File: src/rtl/load_unit_if.sv
// Load unit port bundle: request, memory beat and writeback response channels.
// master = the load unit side, slave = the pipeline/memory environment side.
`timescale 1ns/1ps
interface load_unit_if #(
    parameter int DATA_W = 32,
    parameter int ADDR_W = 32,
    parameter int TAG_W  = 5
);
    logic              req_valid;
    logic              req_ready;
    logic [ADDR_W-1:0] req_addr;
    logic [2:0]        req_op;
    logic [TAG_W-1:0]  req_tag;

    logic              mem_req_valid;
    logic              mem_req_ready;
    logic [ADDR_W-1:0] mem_addr;
    logic              mem_rvalid;
    logic [DATA_W-1:0] mem_rdata;

    logic              resp_valid;
    logic              resp_ready;
    logic [31:0]       resp_data;
    logic [TAG_W-1:0]  resp_tag;
    logic              resp_adel;

    modport master (
        input  req_valid, req_addr, req_op, req_tag,
        output req_ready,
        output mem_req_valid, mem_addr,
        input  mem_req_ready, mem_rvalid, mem_rdata,
        output resp_valid, resp_data, resp_tag, resp_adel,
        input  resp_ready
    );

    modport slave (
        output req_valid, req_addr, req_op, req_tag,
        input  req_ready,
        input  mem_req_valid, mem_addr,
        output mem_req_ready, mem_rvalid, mem_rdata,
        input  resp_valid, resp_data, resp_tag, resp_adel,
        output resp_ready
    );
endinterface

File: src/rtl/load_unit.sv
// Sequential load unit: beat reads, byte select, zero/sign extend; LOAD_MISALIGN_SPLIT_EN merges boundary-spanning beats.
// Latency: 3 cycles best case, +2 per extra beat plus memory stalls; reserved/error path answers 1 cycle after accept.
// Backpressure: one request at a time (req_ready only when idle); beat request held until mem_req_ready; response held until resp_ready.
`timescale 1ns/1ps
module load_unit #(
    parameter int DATA_W = 32,
    parameter int ADDR_W = 32,
    parameter int TAG_W  = 5
) (
    input  logic        clk,
    input  logic        reset,
    load_unit_if.master lu
);
    localparam int BYTES  = DATA_W / 8;
    localparam int OFF_W  = $clog2(BYTES);
    localparam int OFF_W1 = OFF_W + 1;
`ifdef LOAD_MISALIGN_SPLIT_EN
    localparam int BUF_W  = 2 * DATA_W;
`else
    localparam int BUF_W  = DATA_W;
`endif

    localparam logic [2:0] OP_LW  = 3'd0;
    localparam logic [2:0] OP_LBU = 3'd1;
    localparam logic [2:0] OP_LB  = 3'd2;
    localparam logic [2:0] OP_LHU = 3'd3;
    localparam logic [2:0] OP_LH  = 3'd4;

`ifdef LOAD_MISALIGN_SPLIT_EN
    typedef enum logic [1:0] {IDLE, BEAT0, BEAT1, RESP} state_t;
`else
    typedef enum logic [1:0] {IDLE, BEAT0, RESP} state_t;
`endif

    state_t state, state_nxt;

    logic [ADDR_W-1:0] baddr_q;
    logic              mreq_q;
    logic [OFF_W-1:0]  off_q;
    logic [2:0]        op_q;
    logic [TAG_W-1:0]  tag_q;
    logic [31:0]       data_q;
    logic              adel_q;
`ifdef LOAD_MISALIGN_SPLIT_EN
    logic              span_q;
    logic [DATA_W-1:0] lo_q;
`endif

    // Decode of the incoming request, only consumed in IDLE.
    logic [1:0] amask;
    logic       reserved;
    logic       err_in;
    logic       adel_in;
`ifdef LOAD_MISALIGN_SPLIT_EN
    logic       span_in;
`else
    logic       misal_in;
`endif

    always_comb begin
        amask = 2'd0;
        case (lu.req_op)
            OP_LW:         amask = 2'd3;
            OP_LHU, OP_LH: amask = 2'd1;
            default:       amask = 2'd0;
        endcase
        reserved = (lu.req_op > OP_LH);
`ifdef LOAD_MISALIGN_SPLIT_EN
        span_in  = ({1'b0, lu.req_addr[OFF_W-1:0]} + OFF_W1'(amask)) > OFF_W1'(BYTES - 1);
        err_in   = reserved;
        adel_in  = 1'b0;
`else
        misal_in = (lu.req_addr[1:0] & amask) != 2'd0;
        err_in   = reserved | misal_in;
        adel_in  = misal_in;
`endif
    end

    // A beat's data counts only once its request handshake has completed.
    logic beat_done;
    assign beat_done = lu.mem_rvalid && !mreq_q;

    logic [BUF_W-1:0] merged;
    logic [31:0]      sel;
    logic [31:0]      ext;

    always_comb begin
`ifdef LOAD_MISALIGN_SPLIT_EN
        merged = (state == BEAT1) ? {lu.mem_rdata, lo_q} : {{DATA_W{1'b0}}, lu.mem_rdata};
`else
        merged = lu.mem_rdata;
`endif
        sel = 32'(merged >> {off_q, 3'b000});
        case (op_q)
            OP_LW:   ext = sel;
            OP_LBU:  ext = {24'd0, sel[7:0]};
            OP_LB:   ext = {{24{sel[7]}}, sel[7:0]};
            OP_LHU:  ext = {16'd0, sel[15:0]};
            OP_LH:   ext = {{16{sel[15]}}, sel[15:0]};
            default: ext = 32'd0;
        endcase
    end

    always_ff @(posedge clk or posedge reset) begin
        if (reset) begin
            state <= IDLE;
        end else begin
            state <= state_nxt;
        end
    end

    always_comb begin
        state_nxt = state;
        case (state)
            IDLE: begin
                if (lu.req_valid) begin
                    state_nxt = err_in ? RESP : BEAT0;
                end
            end
            BEAT0: begin
                if (beat_done) begin
`ifdef LOAD_MISALIGN_SPLIT_EN
                    state_nxt = span_q ? BEAT1 : RESP;
`else
                    state_nxt = RESP;
`endif
                end
            end
`ifdef LOAD_MISALIGN_SPLIT_EN
            BEAT1: begin
                if (beat_done) begin
                    state_nxt = RESP;
                end
            end
`endif
            RESP: begin
                if (lu.resp_ready) begin
                    state_nxt = IDLE;
                end
            end
            default: state_nxt = IDLE;
        endcase
    end

    always_ff @(posedge clk or posedge reset) begin
        if (reset) begin
            baddr_q <= '0;
            mreq_q  <= 1'b0;
            off_q   <= '0;
            op_q    <= 3'd0;
            tag_q   <= '0;
            data_q  <= 32'd0;
            adel_q  <= 1'b0;
`ifdef LOAD_MISALIGN_SPLIT_EN
            span_q  <= 1'b0;
            lo_q    <= '0;
`endif
        end else begin
            case (state)
                IDLE: begin
                    if (lu.req_valid) begin
                        baddr_q <= {lu.req_addr[ADDR_W-1:OFF_W], {OFF_W{1'b0}}};
                        mreq_q  <= !err_in;
                        off_q   <= lu.req_addr[OFF_W-1:0];
                        op_q    <= lu.req_op;
                        tag_q   <= lu.req_tag;
                        data_q  <= 32'd0;
                        adel_q  <= adel_in;
`ifdef LOAD_MISALIGN_SPLIT_EN
                        span_q  <= span_in;
`endif
                    end
                end
                RESP: begin
                end
                default: begin
                    if (mreq_q) begin
                        if (lu.mem_req_ready) begin
                            mreq_q <= 1'b0;
                        end
                    end else if (lu.mem_rvalid) begin
`ifdef LOAD_MISALIGN_SPLIT_EN
                        // First half of a spanning access: park it and fetch the next beat.
                        if ((state == BEAT0) && span_q) begin
                            lo_q    <= lu.mem_rdata;
                            baddr_q <= baddr_q + ADDR_W'(BYTES);
                            mreq_q  <= 1'b1;
                        end else begin
                            data_q  <= ext;
                        end
`else
                        data_q <= ext;
`endif
                    end
                end
            endcase
        end
    end

    assign lu.req_ready     = (state == IDLE);
    assign lu.resp_valid    = (state == RESP);
    assign lu.mem_req_valid = mreq_q;
    assign lu.mem_addr      = baddr_q;
    assign lu.resp_data     = data_q;
    assign lu.resp_tag      = tag_q;
    assign lu.resp_adel     = adel_q;
endmodule

File: src/flat_wrapper.sv
// flat-port wrapper written by rule: the top's interface ports become plain ports
module load_unit_flat 
#(
    parameter int DATA_W = 32,
    parameter int ADDR_W = 32,
    parameter int TAG_W  = 5
)
  (clk, reset, lu_req_valid, lu_req_addr, lu_req_op, lu_req_tag, lu_req_ready, lu_mem_req_valid, lu_mem_addr, lu_mem_req_ready, lu_mem_rvalid, lu_mem_rdata, lu_resp_valid, lu_resp_data, lu_resp_tag, lu_resp_adel, lu_resp_ready);
  load_unit_if #(.DATA_W(DATA_W), .ADDR_W(ADDR_W), .TAG_W(TAG_W)) lu_i ();
  input  logic clk;
  input  logic reset;
  input wire logic [$bits(lu_i.req_valid)-1:0] lu_req_valid;
  input wire logic [$bits(lu_i.req_addr)-1:0] lu_req_addr;
  input wire logic [$bits(lu_i.req_op)-1:0] lu_req_op;
  input wire logic [$bits(lu_i.req_tag)-1:0] lu_req_tag;
  output wire logic [$bits(lu_i.req_ready)-1:0] lu_req_ready;
  output wire logic [$bits(lu_i.mem_req_valid)-1:0] lu_mem_req_valid;
  output wire logic [$bits(lu_i.mem_addr)-1:0] lu_mem_addr;
  input wire logic [$bits(lu_i.mem_req_ready)-1:0] lu_mem_req_ready;
  input wire logic [$bits(lu_i.mem_rvalid)-1:0] lu_mem_rvalid;
  input wire logic [$bits(lu_i.mem_rdata)-1:0] lu_mem_rdata;
  output wire logic [$bits(lu_i.resp_valid)-1:0] lu_resp_valid;
  output wire logic [$bits(lu_i.resp_data)-1:0] lu_resp_data;
  output wire logic [$bits(lu_i.resp_tag)-1:0] lu_resp_tag;
  output wire logic [$bits(lu_i.resp_adel)-1:0] lu_resp_adel;
  input wire logic [$bits(lu_i.resp_ready)-1:0] lu_resp_ready;
  assign lu_i.req_valid = lu_req_valid;
  assign lu_i.req_addr = lu_req_addr;
  assign lu_i.req_op = lu_req_op;
  assign lu_i.req_tag = lu_req_tag;
  assign lu_req_ready = lu_i.req_ready;
  assign lu_mem_req_valid = lu_i.mem_req_valid;
  assign lu_mem_addr = lu_i.mem_addr;
  assign lu_i.mem_req_ready = lu_mem_req_ready;
  assign lu_i.mem_rvalid = lu_mem_rvalid;
  assign lu_i.mem_rdata = lu_mem_rdata;
  assign lu_resp_valid = lu_i.resp_valid;
  assign lu_resp_data = lu_i.resp_data;
  assign lu_resp_tag = lu_i.resp_tag;
  assign lu_resp_adel = lu_i.resp_adel;
  assign lu_i.resp_ready = lu_resp_ready;
  load_unit #(.DATA_W(DATA_W), .ADDR_W(ADDR_W), .TAG_W(TAG_W)) u_core (.clk(clk), .reset(reset), .lu(lu_i));
endmodule
File: config.mk
export PLATFORM = sky130hd
export DESIGN_NAME = load_unit_flat
export DESIGN_NICKNAME = d
export VERILOG_FILES = /design/src/rtl/load_unit_if.sv /design/src/rtl/load_unit.sv /design/src/flat_wrapper.sv
export SDC_FILE = /design/constraint.sdc
export NUM_CORES = 1
export LEC_CHECK = 0
export CAP_MARGIN = 20
export CORE_UTILIZATION = 38
export CTS_CLUSTER_SIZE = 10
export DETAILED_ROUTE_END_ITERATION = 16
export PLACE_DENSITY = 0.76
export REMOVE_ABC_BUFFERS = 1
export SYNTH_ARGS = -nofsm -noshare
export SYNTH_HDL_FRONTEND = slang
export SYNTH_SLANG_ARGS = --single-unit
File: constraint.sdc
create_clock -name clk -period 3 [get_ports clk]
set_clock_uncertainty 0.1 [all_clocks]
set_input_delay 0.9 -clock clk [delete_from_list [all_inputs] [get_ports clk]]
set_output_delay 0.9 -clock clk [all_outputs]
set_load 0.02 [all_outputs]
Word level (Yosys, flattened, before mapping):

Cells that the tools add are included.

* reductions and logical operators: 13
* mux-type cells: 15
* magnitude comparators: 1
* shift-type cells: 1
* equality and inequality tests: 12
* bitwise gates (word level): 3

Operator list (count)
* case mux 32 bit (5 select lines): 1
* 2-to-1 mux 32 bit: 3
* case mux 32 bit (2 select lines): 1
* >> shifter 32 x 5 -> 32 bit: 1
* == test 3 x 2 -> 1 bit, second input constant: 3
* 2-to-1 mux 2 bit: 4
* == test 3 bit, second input constant: 2
* logical NOT 3 bit: 2
* case mux 2 bit (3 select lines): 1
* inequality test 2 x 1 -> 1 bit, second input constant: 2
* inequality test 2 bit, second input constant: 2
* case mux 2 bit (2 select lines): 1
* AND reduction 2 bit: 2
* AND reduction 4 bit: 1
* nonzero test 2 bit: 2
* == test 3 x 1 -> 1 bit, second input constant: 1
* greater-than comparator 3 bit, second input constant: 1
* 2-to-1 mux 1 bit: 3
* AND reduction 3 bit: 1
* bitwise AND 2 bit: 1
* == test 2 x 1 -> 1 bit, second input constant: 1
* == test 2 bit, second input constant: 1
* logical NOT 1 bit: 2
* logical NOT 2 bit: 1
* other kinds (5): 5

* input bits: 78
* output and inout bits: 73
* register bits: 76

Logic depth before layout (Yosys ltp):

Gate-level depths: netlist of the first run.

* depth after elaboration: 9
* mapped depth: 7

Least setup slack after synthesis of the first run:

OpenSTA, ideal clock, no wires.

* kind: input -> register
* start point: in lu_mem_rdata[7]
* end point: reg u_core.data_q[17] (netlist: u_core.lu.resp_data[17])
* setup time: 0.126 ns
* data required time: 2.774 ns
* cell stages on the path: 5
* arrival: 1.943 ns
* buffers on the path: 1
* setup slack: 0.831 ns
* path through: mux2_4 -> o2bb2ai_2 -> o2111a_2 -> buf_6 -> a221o_1

* cells in the longest elaborated chain, start to end: 5

Ends and longest elaborated chain
* from (decl): RTL line flat_wrapper.sv:21 `input wire logic [$bits(lu_i.mem_rdata)-1:0] lu_mem_rdata;`
* >> shifter 32 x 5 -> 32 bit: RTL line load_unit.sv:93 `sel = 32'(merged >> {off_q, 3'b000});`
* case mux 32 bit (5 select lines): RTL line load_unit.sv:94 `case (op_q)`
* 2-to-1 mux 32 bit: RTL line load_unit.sv:181 `end else if (lu.mem_rvalid) begin`
* 2-to-1 mux 32 bit: RTL line load_unit.sv:177 `if (mreq_q) begin`
* case mux 32 bit (2 select lines): RTL line load_unit.sv:159 `case (state)`
* to (signal assigned): RTL line load_unit.sv:192 `data_q <= ext;`
* to (decl): RTL line load_unit.sv:42 `logic [31:0] data_q;`

Every way passes these cells. The select of a mux whose other input is x is not followed.
A chain may end at the register's enable or synchronous reset.

Final worst setup path of the first run:

* start point: reg u_core.state[0]
* end point: out lu_resp_valid

* cells in the longest elaborated chain, start to end: 1

Ends and longest elaborated chain
* from (decl): RTL line load_unit.sv:35 `state_t state, state_nxt;`
* from (signal assigned): RTL line load_unit.sv:108 `state <= state_nxt;`
* == test 2 bit: RTL line load_unit.sv:201 `assign lu.resp_valid = (state == RESP);`
* to (decl): RTL line flat_wrapper.sv:22 `output wire logic [$bits(lu_i.resp_valid)-1:0] lu_resp_valid;`

Every way passes these cells.

==> results.md, run 1 <==
* Ranking of synthesized cells by area: dfrtp_1, mux2_2, a221o_1, mux2i_1, o21ai_0
* Met3 WL at 1120 um
* CP Capture Point: lu_resp_valid
* Hold Crit Class: reg -> reg
* Chip width at 97.9 um
* Mapped cell area at roughly 3500 um2
* Post-route ant nets at 0
* WP data required at 2.00 ns
* H-tree levels at 3
* Max Used Layer: met4
* Critical-path maximum fanout at 9
* Fin worst setup slack at 0.428 ns
* Worst EP arrival at approximately 1.6 ns
* Synth cell types at 39
* Gpl congestion at 0.731
* Worst-margin pin slew at 0.518 ns
* VDD IR max at roughly 0.52 mV
* Seq/Total Area, Yosys at 54.4%
* Ports at between 150 and 200
* CTS tree: done
* Antenna violations before repair at 0
* Routed wire length at 9540 um
* Avg Inst Size Synth at 12.2 um2
* WHS at roughly 0.4 ns
* Synth async-reset ratio at 100%
* Worst setup SP type: flip-flop
* Detailed Routing Iterations Pass 1 at 10
* Status: finished with violations
* Full die area at 9590 um2
* Clock latency on the worst-skew pair at 0.34 ns
* Worst r2r path cells at 4
* Clock sink count at 76
* Layout cells sized above 1 at 17.4%
* Hold_buf cts at 0
* Vias in the first global route at 3,015
* Congestion Overflow GR at 0
* Residual DRC at 8
* Antenna diode count at 0
* DR vias at roughly 2.9k
* Setup Crit Path Kind: reg -> out
* Layout area overhead at 53.2%
* Routed length per instance at 17.3 um
* Final period util at 85.7%
* Power density cells at 1000 nW/um2
* Max-Slew Margin vs Limit at 65.4%
* Post-Synthesis Cells at 287
* Nets at 516
* Max-Cap Viols at 0
* CP endpoint kind: output pin
* Fin area at 5360 um2
* CTS resizes at 0
* Largest area contributor in the netlist: dfrtp_1
* P_leak at 2.30 nW
* Placed inst area at about 5000 um2
* Reg clk slew, reported paths at 0.08 ns
* R2R Path Start: u_core.off_q[0]
* Crit path launch: u_core.state[0]
* Total track usage at 20.6%
* Fmax at 389 MHz
* Synthesized flop and latch total at 76
* First DRT Iteration DRCs at 154
* Reg2Reg Capture Point: u_core.lu.resp_data[28]
* Post-synth EDFFs at 0
* Unrepaired setup endpoints after global routing: no
* Row count at 34
* Wire length on met1 at around 4000 um
* Pre-CTS setup slack at 0.328 ns
* Vias/cell at 5.20
* Core footprint at 8810 um2
* Num CTS Buffers at 9
* Slew Limit Fails at 0
* Cell with the most instances after synthesis: dfrtp_1
* First-pass GRT wire length at about 16,000 um
* Post-synth top cells: dfrtp_1, mux2_2, nand2_1, o21ai_0
* Pin count of the biggest net entering global routing at 77
* Bufs on Longest Clock Path at 2
* Setup Fix Bufs, Post-CTS at 0
* Clock root buffer: clkbuf_8
* Initial Util at 39.7%
* Number of port buffers at between 100 and 150
* Tmin final at 2.57 ns
* Routed wl met2 at about 4300 um
* Syn. warnings at 0
* Yosys top cell area share at 54.4%
* Die Y at 97.9 um
* Flop2flop setup slack at about 0.9 ns
* Final HPWL DP at 6830 um
* Final hold vios at 0
* Failing checks: DRC
* Final Setup Violations at 0
* Main synth FF type: dfrtp_1
-- cells in the final DEF, fill, tap and decap left out, types with 2 or more instances in the layout --
| cell type | netlist | final |
|---|---|---|
| nand3_1 | 8 | 8 |
| nand2b_1 | 5 | 5 |
| and2_1 | 7 | 7 |
| dfrtp_1 | 76 | 76 |
| a21oi_1 | 6 | 6 |
| mux2_2 | 46 | 46 |
| a221o_1 | 16 | 16 |
| o21ai_0 | 19 | 19 |
| nor2_1 | 14 | 13 |
| nand3b_1 | 3 | 3 |
| nor2b_1 | 4 | 4 |
| conb_1 | 1 | 2 |
| clkdlybuf4s50_1 | 0 | 148 |
| clkbuf_8 | 0 | 10 |
| buf_4 | 2 | 7 |
| mux2i_1 | 16 | 16 |
| nand2_1 | 19 | 19 |
| inv_1 | 4 | 3 |
| buf_12 | 0 | 2 |
| a22o_1 | 8 | 8 |
| bufinv_16 | 0 | 3 |
-- worst min-delay path by stage --
stage | startpoint | end | slack [ns] | cells after the start
after global routing | u_core.lu.mem_addr[27] | u_core.lu.mem_addr[27] | 0.42 | 1
after CTS | u_core.lu.resp_data[13] | u_core.lu.resp_data[13] | 0.41 | 2
final | u_core.lu.resp_data[13] | u_core.lu.resp_data[13] | 0.41 | 2
after detailed placement | u_core.lu.resp_data[13] | u_core.lu.resp_data[13] | 0.39 | 2
after global placement | u_core.lu.resp_data[13] | u_core.lu.resp_data[13] | 0.37 | 2
after floorplan | u_core.state[1] | u_core.state[0] | 0.37 | 1
-- metrics by stage --
stage,utilization [%],TNS (ns),cells,power (mW)
detailed placement,58.1,0,535,4.47
finish,60.8,0,550,5.37
global placement,58.1,0,535,4.41
CTS,60.8,0,550,5.43
global route,60.8,0,550,5.66
floorplan,-,-178.02,270,3.21
-- final cells by class --
class,instances,area [um2]
fill,727,3450
sequential,76,1900
timing repair buffer,157,1570
multi-input combinational,190,1490
clock buffer,11,141
tap,108,135
clock inverter,4,97.6
inverter,4,16.3
-- registers in the layout, indices dropped and copies added, names as in the netlist --
signal and count:
u_core.lu.mem_addr 30, u_core.lu.mem_req_valid 1, u_core.lu.resp_adel 1, u_core.lu.resp_data 32, u_core.lu.resp_tag 5, u_core.off_q 2, u_core.op_q 3, u_core.state 2
-- cell families (layout without fill, tap and decap cells) --
logic type             Yosys count  count (layout)  share of synthesized area (%)
AOI/OAI and AO/OA               58              58                           12.7
buffers and inverters           22             176                           3.29
DFF                             76              76                           54.4
muxes                           63              63                           19.8
other                            1               2                          0.107
and+or+nand+nor                 67              67                           9.73
-- worst max-delay path, stage by stage (launching register included) --
cell and delay (ns):
dfrtp_1 0.48, nor2b_1 0.15, clkdlybuf4s50_1 0.61
-- power by group --
| group | internal, mW | switching, mW | leakage (nW) | total (mW) |
|---|---|---|---|---|
| Combinational | 1.38 | 1.26 | 1.22 | 2.64 |
| Clock | 0.572 | 0.366 | 0.116 | 0.938 |
| Sequential | 1.46 | 0.335 | 0.961 | 1.79 |
-- routing by layer --
metal | GRT usage [%] | vias up
met5 | 0 | -
li1 | - | 1342
met2 | 32.9 | 122
met1 | 25.2 | 1388
met3 | 8.95 | 9
met4 | 6.29 | 0
Note: power is estimated with default switching activity, not from simulation.
==> run 2, diff against run 1 <==
--- a/config.mk
+++ b/config.mk
@@ -6,10 +6,10 @@
 export NUM_CORES = 1
 export LEC_CHECK = 0
 export CAP_MARGIN = 20
-export CORE_UTILIZATION = 38
+export CORE_UTILIZATION = 46
 export CTS_CLUSTER_SIZE = 10
 export DETAILED_ROUTE_END_ITERATION = 16
-export PLACE_DENSITY = 0.76
+export PLACE_DENSITY = 0.86
 export REMOVE_ABC_BUFFERS = 1
 export SYNTH_ARGS = -nofsm -noshare
 export SYNTH_HDL_FRONTEND = slang
==> constraint.sdc (replaced) <==
create_clock -name clk -period 3.28 [get_ports clk]
set_clock_uncertainty 0.1 [all_clocks]
set_input_delay 0.984 -clock clk [delete_from_list [all_inputs] [get_ports clk]]
set_output_delay 0.984 -clock clk [all_outputs]
set_load 0.02 [all_outputs]
==> run 2 against run 1 <==
Net effect: the run now ends clean; via count grew 3.6%; clock power down 11%; sequential cell count unchanged; critical path type unchanged; highest routed layer unchanged; combinational power down 9.1%; wire length up 3.2%.
==> results.md, run 2 (same netlist as run 1, synthesis figures left out) <==
* Critical-path maximum fanout at 9
* WHS at approximately 0.40 ns
* Fin area at 5330 um2
* WP data required at 2.20 ns
* Clock sink count at 76
* Layout cells sized above 1 at roughly 18%
* Crit path cell chain: nor2b_1 > clkdlybuf4s50_1
* Final hold vios at 0
* Nets at 517
* Setup Crit Path Kind: reg -> out
* P_leak at 2.30 nW
* Row count at 31
* Antenna violations before repair at 0
* Max-Slew Margin vs Limit at 39.5%
* Routed length per instance at 18.1 um
* First DRT Iteration DRCs at 152
* Clock root buffer: clkbuf_8
* Fmax at 376 MHz
* Bufs on Longest Clock Path at 2
* Chip width at between 80 and 90 um
* Max-Cap Viols at 0
* Layout area overhead at 52.5%
* Ports at 151
* DR vias at slightly below 3k
* Setup Fix Bufs, Post-CTS at 0
* VDD IR max at roughly 0.53 mV
* Gpl congestion at slightly above 0.8
* Power, Total at 4.93 mW
* Congestion Overflow GR at 0
* Die Y at about 89 um
* Final Setup Violations at 0
* Routed wire length at 9850 um
* Tmin final at 2.66 ns
* Commonest non-fill, non-tap cell in the layout: clkdlybuf4s50_1
* Max reg flops at 32
* Worst EP arrival at 1.58 ns
* Pin count of the biggest net entering global routing at 39
* Setup TNS at 0 ns
* Slew Limit Fails at 0
* Core footprint at 7290 um2
* Worst setup SP type: flip-flop
* H-tree levels at 3
* CTS resizes at 0
* Final Util at between 70% and 80%
* Status: finished clean
* Placed inst area at 5100 um2
* Reg clk slew, reported paths at 0.08 ns
* Detailed Routing Iterations Pass 1 at 4
* Total track usage at 26.3%
* Initial Util at between 40% and 50%
* CTS tree: done
* Commonest non-fill, non-tap cells in the layout: clkdlybuf4s50_1, dfrtp_1, mux2_2
* Num CTS Buffers at 9
* Clock latency on the worst-skew pair at 0.34 ns
* Antenna diode count at 0
* Power density cells at 924 nW/um2
* Final period util at 81.1%
* Vias/cell at 5.46
* Residual DRC at 0
* Hold_buf cts at 0
* Number of port buffers at 148
* CP endpoint kind: output pin
* Unrepaired setup endpoints after global routing: no
* Worst-margin pin slew at 0.908 ns
* Slowest stage delay, CP at 0.62 ns
* Slowest CP cell: clkdlybuf4s50_1
* First-pass GRT wire length at 15,300 um
* Post-route ant nets at 0
* Vias in the first global route at between 3k and 4k
* Final HPWL DP at 7430 um
* Full die area at 7950 um2
* Hold Crit Class: reg -> reg
-- run 2: through the flow --
step	setup slack (ns)	std cells
6_report	0.620	543
5_1_grt	0.538	543
4_1_cts	0.598	543
3_5_place_dp	0.471	527
3_3_place_gp	0.561	527
2_1_floorplan	-3.11	270
-- run 2: worst paths after layout --
kind,from,to,slack [ns],depth (start not counted)
max,u_core.state[0],lu_resp_valid,0.62,2
min,u_core.lu.resp_data[9],u_core.lu.resp_data[9],0.40,2
max reg2reg,u_core.off_q[0],u_core.lu.resp_data[20],1.04,4
min reg2reg,u_core.lu.resp_data[9],u_core.lu.resp_data[9],0.40,2
max in group asynchronous,reset,u_core.lu.resp_data[27],1.43,3
min in group asynchronous,reset,u_core.lu.mem_addr[23],0.93,2
-- run 2: layer usage --
metal | GRT usage (%) | routed length, um
met5 | 0 | 0
met4 | 10.8 | 244
met3 | 11.0 | 1030
met2 | 45.4 | 4960
met1 | 28.7 | 3610
-- run 2: cell type report --
class / count / area, um2
Tap cell: 99 / 124
Fill cell: 543 / 1960
Clock inverter: 5 / 100
Sequential cell: 76 / 1900
Clock buffer: 11 / 131
Timing Repair Buffer: 158 / 1570
Inverter: 4 / 16.3
Multi-Input combinational cell: 190 / 1490
-- run 2: report_power, final --
| part | total (mW) | switching, mW | internal [mW] | leakage, nW |
|---|---|---|---|---|
| Clock | 0.837 | 0.333 | 0.504 | 0.117 |
| Sequential | 1.69 | 0.355 | 1.33 | 0.961 |
| Combinational | 2.40 | 1.13 | 1.27 | 1.22 |
| Total | 4.93 | 1.82 | 3.11 | 2.30 |
-- run 2: worst max-delay path: cells and delay by family (launching register included) --
family                 cells  cell delay, ns
AND/OR/NAND/NOR            1            0.15
flip-flops                 1            0.47
buffers and inverters      1            0.62
